<file path="config.mk">
export PLATFORM = sky130hd
export DESIGN_NAME = reset_sequencer
export DESIGN_NICKNAME = d
export VERILOG_FILES = /design/src/rtl/reset_seq_pkg.sv /design/src/rtl/rst_sync.sv /design/src/rtl/reset_sequencer.sv
export SDC_FILE = /design/constraint.sdc
export NUM_CORES = 1
export LEC_CHECK = 0
export BUFFER_PORTS_ARGS = -buffer_cell sky130_fd_sc_hd__buf_2
export CAP_MARGIN = 10
export CORE_AREA = 8 8 45 47
export CTS_CLUSTER_DIAMETER = 30
export DETAILED_ROUTE_END_ITERATION = 8
export DIE_AREA = 0 0 53 55
export HOLD_SLACK_MARGIN = 0.05
export PLACE_DENSITY = 0.78
export SYNTH_ARGS = -nofsm -noshare
export SYNTH_HDL_FRONTEND = slang
export SYNTH_SLANG_ARGS = --single-unit
</file>
<file path="constraint.sdc">
create_clock -name clk -period 2.65 [get_ports clk]
set_input_delay 0.1325 -clock clk [delete_from_list [all_inputs] [get_ports clk]]
set_output_delay 0.1325 -clock clk [all_outputs]
set_load 0.1 [all_outputs]
</file>
<file path="src/rtl/reset_seq_pkg.sv">
// Shared definitions for the reset sequencer: FSM state encoding and a width helper.
package reset_seq_pkg;

  localparam logic [2:0] ST_RST_HOLD = 3'd0;
  localparam logic [2:0] ST_SEQ      = 3'd1;
  localparam logic [2:0] ST_DONE     = 3'd2;
  localparam logic [2:0] ST_SW_HOLD  = 3'd3;
  localparam logic [2:0] ST_SW_ACK   = 3'd4;

  // Bits needed to hold values 0..value-1, never less than one bit.
  function automatic int clog2w(input int value);
    int w;
    w = 1;
    while ((1 << w) < value) w++;
    return w;
  endfunction

endpackage

</file>
<file path="src/rtl/rst_sync.sv">
// Reset release synchroniser: asynchronous assertion, release shifted through a flop chain.
module rst_sync #(
  parameter int SYNC_STAGES = 2
) (
  input  logic clk,
  input  logic rst,
  output logic rst_s
);

  logic [SYNC_STAGES-1:0] chain_q;

  always_ff @(posedge clk or posedge rst) begin
    if (rst) begin
      chain_q <= '1;
    end else begin
      chain_q <= chain_q << 1;
    end
  end

  assign rst_s = chain_q[SYNC_STAGES-1];

endmodule

</file>
<file path="src/rtl/reset_sequencer.sv">
// Central reset controller: synchronised power-on release, staged domain release with a
// programmable hold, and a four-phase software reset handshake.
module reset_sequencer
  import reset_seq_pkg::*;
#(
  parameter int NUM_STAGES  = 3,
  parameter int SYNC_STAGES = 2,
  parameter int HOLD_CYCLES = 4
) (
  input  logic                  clk,
  input  logic                  rst,
  input  logic                  sw_rst_req,
  output logic [NUM_STAGES-1:0] stage_rst_out,
  output logic                  sw_rst_ack,
  output logic                  seq_done,
  output logic                  busy
);

  localparam int CW = clog2w(HOLD_CYCLES + 1);
  localparam int IW = clog2w(NUM_STAGES);
  localparam logic [CW-1:0] HOLD_LAST = CW'(HOLD_CYCLES - 1);
  localparam logic [IW-1:0] IDX_LAST  = IW'(NUM_STAGES - 1);

  logic                  rst_s;
  logic [2:0]            state_q, state_d;
  logic [CW-1:0]         cnt_q, cnt_d;
  logic [IW-1:0]         idx_q, idx_d;
  logic [NUM_STAGES-1:0] stage_q, stage_d;
  logic                  ack_q, ack_d;
  logic                  done_q, done_d;

  // The state register acts as the last synchroniser flop, so the chain is one shorter.
  rst_sync #(
    .SYNC_STAGES(SYNC_STAGES - 1)
  ) u_rst_sync (
    .clk  (clk),
    .rst  (rst),
    .rst_s(rst_s)
  );

  always_comb begin
    state_d = state_q;
    cnt_d   = cnt_q;
    idx_d   = idx_q;
    stage_d = stage_q;
    ack_d   = ack_q;
    done_d  = done_q;
    case (state_q)
      ST_RST_HOLD: begin
        if (!rst_s) begin
          state_d = ST_SEQ;
          cnt_d   = '0;
          idx_d   = '0;
        end
      end
      ST_SEQ: begin
        if (cnt_q == HOLD_LAST) begin
          cnt_d          = '0;
          stage_d[idx_q] = 1'b0;
          idx_d          = idx_q + IW'(1);
          if (idx_q == IDX_LAST) begin
            state_d = ST_DONE;
            done_d  = 1'b1;
            idx_d   = '0;
          end
        end else begin
          cnt_d = cnt_q + CW'(1);
        end
      end
      ST_DONE: begin
        if (sw_rst_req) begin
          state_d = ST_SW_HOLD;
          stage_d = '1;
          done_d  = 1'b0;
          cnt_d   = '0;
        end
      end
      ST_SW_HOLD: begin
        if (cnt_q == HOLD_LAST) begin
          state_d = ST_SW_ACK;
          ack_d   = 1'b1;
          cnt_d   = '0;
        end else begin
          cnt_d = cnt_q + CW'(1);
        end
      end
      ST_SW_ACK: begin
        // Stages were re-asserted on leaving DONE and stay that way through re-sequencing.
        if (!sw_rst_req) begin
          state_d = ST_RST_HOLD;
          ack_d   = 1'b0;
        end
      end
      default: begin
        state_d = ST_RST_HOLD;
        cnt_d   = '0;
        idx_d   = '0;
        stage_d = '1;
        ack_d   = 1'b0;
        done_d  = 1'b0;
      end
    endcase
  end

  always_ff @(posedge clk or posedge rst) begin
    if (rst) begin
      state_q <= ST_RST_HOLD;
      cnt_q   <= '0;
      idx_q   <= '0;
      stage_q <= '1;
      ack_q   <= 1'b0;
      done_q  <= 1'b0;
    end else begin
      state_q <= state_d;
      cnt_q   <= cnt_d;
      idx_q   <= idx_d;
      stage_q <= stage_d;
      ack_q   <= ack_d;
      done_q  <= done_d;
    end
  end

  assign stage_rst_out = stage_q;
  assign sw_rst_ack    = ack_q;
  assign seq_done      = done_q;
  assign busy          = ~done_q;

endmodule

</file>
==> impl_metrics.yaml <==
flow_run:
  number_of_max_cap_violations: 0
hold_path:
  min_delay_worst_type: "input port to flip-flop"
sta:
  relSlewSlack_pct: 65.4
  grt_setup_unrepaired: "false"
  fin_worst_skew_ns: 0.00859
  setup_viol: 0
  fin_crit_sh_pct: 54.5
  worst-slew-pin-transition_ns: 0.519
  fin_setup_tns_ns: 0
  finalWorstPathRequiredPeriod_ns: 1.45
  hold_fails_final_rpt: 0
  max_freq_mhz: 692
  drv_slew: 0
  hold-worst-slack_ns: 0.154
synth:
  synth_sequential_area_ratio_pct: 51.4
  postSynthCellCount: 65
  synth.cell_area_sq_um: 692
  synth_adder_area_share_pct: 1.81
  synth-simple-area-share_pct: 17.7
  combinational_family_with_the_most_area_after_synthesis: "compound AO/OA/AOI/OAI gates"
  synth-warning-count: 0
  synth-compound-area-share_pct: 22.1
  synthMuxAreaShare_pct: 3.07
  synth-xor-area-share_pct: 0
  synth.ff_latch_count: 14
  mappedNetlistNets: 69
  synthesis.area_per_instance_sq_um: 10.6
  ys_types: 35
global_routing:
  met1_usage_pct: 10.1
  via_count_of_the_first_global_routing_pass: 532
  grt_max_degree: 18
  busiest_layer: "met2"
  met2_usage_pct: 17.2
  gr-total-overflow: 0
  grt_pass1_wl_mm: 2.14
  global_route.usage.met3_pct: 3.21
  grt_usage_pct: 10.1
  grt_antenna_before_repair: 0
cts:
  cts_hold_buffers: 1
  clock_sink_count: 14
  cts_resized: 0
  clock_path_buffers: 2
  cts_buffers: 3
  post-cts-setup-buffers: 0
  clk-insertion-delay-late_ns: 0.28
  cts_htree_levels: 1
  clock-root-buffer: "clkbuf_4"
  tritoncts_clock_tree: "yes"
  clk_pin_slew_worst_paths_ns: 0.09
placement:
  gp_congestion: 0.796
  numPortBuffers: 8
  hpwl_microns: 953
routing:
  initialDrtViolationCount: 21
  detail_route.wirelength_mm: 1.26
  antenna_left: 0
  route.detailed.drc: 0
  num_vias: 525
  first_pass_detailed_route_iteration_total: 4
  post_drt_via_cell_ratio: 5.71
  routed_wire_length_per_instance_microns: 13.7
floorplan:
  placeableCoreArea_sq_um: 1380
  start_util_pct: 50.0
  die_h_microns: 55
  die_width_microns: 53
  area_of_the_die_sq_um: 2920
  pin_count: 9
  placement_rows: 14
finish:
  drive_gt1_share_pct: 26.3
  layout.core_utilization_pct: 56.3
  antennaDiodeCount: 0
  areaGrowthSynthToFinish_pct: 12.7
  num-nets-final: 81
outcome:
  status: "finished clean"
setup_path:
  timing.critical_path.to_type: "flip-flop"
  timing.critical_path.fanout_max: 11
  cpPeakStageDelay_ns: 0.49
  cp.required_ns: 2.86
  worstPathArrival_ns: 1.66
  timing.critical_path.slowest_stage_cell: "dfrtp_1"
  cp_launch_type: "flip-flop"
  timing_worst_setup_path_type: "flip-flop to flip-flop"
  crit_path_cell_trace: "nand2b_2, or4_4, o22a_1"
-- final timing paths --
check,cells past startpoint,slack [ns],from,end
max in group asynchronous,3,1.86,rst,stage_rst_out[1]
worst min register to register,1,0.50,sw_rst_ack,sw_rst_ack
worst max-delay path,3,1.20,state_q[2],stage_rst_out[0]
worst max register to register,3,1.20,state_q[2],stage_rst_out[0]
min in group asynchronous,3,0.42,rst,sw_rst_ack
worst min-delay path,2,0.15,sw_rst_req,state_q[2]
-- synth_stat cells --
master,n,share of area (%)
dfrtp_1,10,36
nor2_1,6,3.3
dfstp_2,4,15
inv_1,4,2.2
nand2_1,4,2.2
a22o_1,3,3.8
nor2b_1,3,2.7
nand2b_1,2,1.8
o21ai_0,2,1.4
or2_2,2,1.8
a211oi_1,1,1.1
a21boi_0,1,1.1
a21oi_1,1,0.72
a221o_1,1,1.4
a222oi_1,1,1.4
a2bb2oi_1,1,1.3
a32o_1,1,1.4
buf_2,1,0.72
clkbuf_1,1,0.54
conb_1,1,0.54
ha_1,1,1.8
mux2_1,1,1.6
mux2i_1,1,1.4
nand2b_2,1,1.3
nor3_1,1,0.72
nor4_1,1,0.90
o211a_1,1,1.4
o211ai_1,1,1.1
o21a_1,1,1.1
o21ai_2,1,1.3
o22a_1,1,1.3
o22ai_1,1,0.90
o2bb2ai_1,1,1.3
or4_4,1,1.6
or4b_1,1,1.4
-- placed cells by master (no fill, tap or decap), types with 2 or more instances in the layout --
master / instances
inv_1: 4
o21ai_0: 2
nand2_1: 4
clkbuf_4: 3
nor2b_1: 3
nand2b_1: 2
dfrtp_1: 10
nor2_1: 6
buf_2: 8
or2_2: 2
a22o_1: 3
dfstp_2: 4
-- worst max-delay path, delay by kind of cell (launching register included) --
family          cells  cell delay [ns]
simple gates        2             0.69
flops               1             0.49
compound gates      1             0.20
-- per-stage QoR --
| step | instances | setup WS (ns) | instance area [sq um] |
|---|---|---|---|
| final | 92 | 1.20 | 779 |
| after global routing | 92 | 1.13 | 779 |
| after CTS | 92 | 1.20 | 779 |
| after detailed placement | 87 | 1.23 | 743 |
| after global placement | 87 | 1.25 | 743 |
| after floorplan | 65 | 0.494 | 692 |
-- cell families after synthesis --
kind of cell / Yosys count
AND/OR/NAND/NOR: 22
AO/OA/AOI/OAI: 19
flip-flops: 14
buffers and inverters: 6
multiplexers: 2
adder cells (fa/ha/maj): 1
other: 1
-- registers in the layout, indices dropped and copies added, names as in the netlist --
register and count:
seq_done 1, cnt_q 3, stage_rst_out 3, u_rst_sync.rst_s 1
sw_rst_ack 1, state_q 3, idx_q 2
-- per-layer routing --
layer  wire length [microns]  vias to the layer above
met5                       0                        -
met4                      34                        0
met3                      68                        5
met2                     619                       10
met1                     537                      252
li1                        -                      258
-- area by class of cell --
class / instances / area, sq um
clock buffer: 4 / 26.3
tap: 16 / 20.0
fill: 130 / 604
inverter: 4 / 15.0
sequential: 14 / 355
timing repair buffer: 9 / 50.0
multi-input combinational: 45 / 313
Power is not shown: default switching activity piles up to over one toggle a cycle in this logic, so the estimate is an artifact.
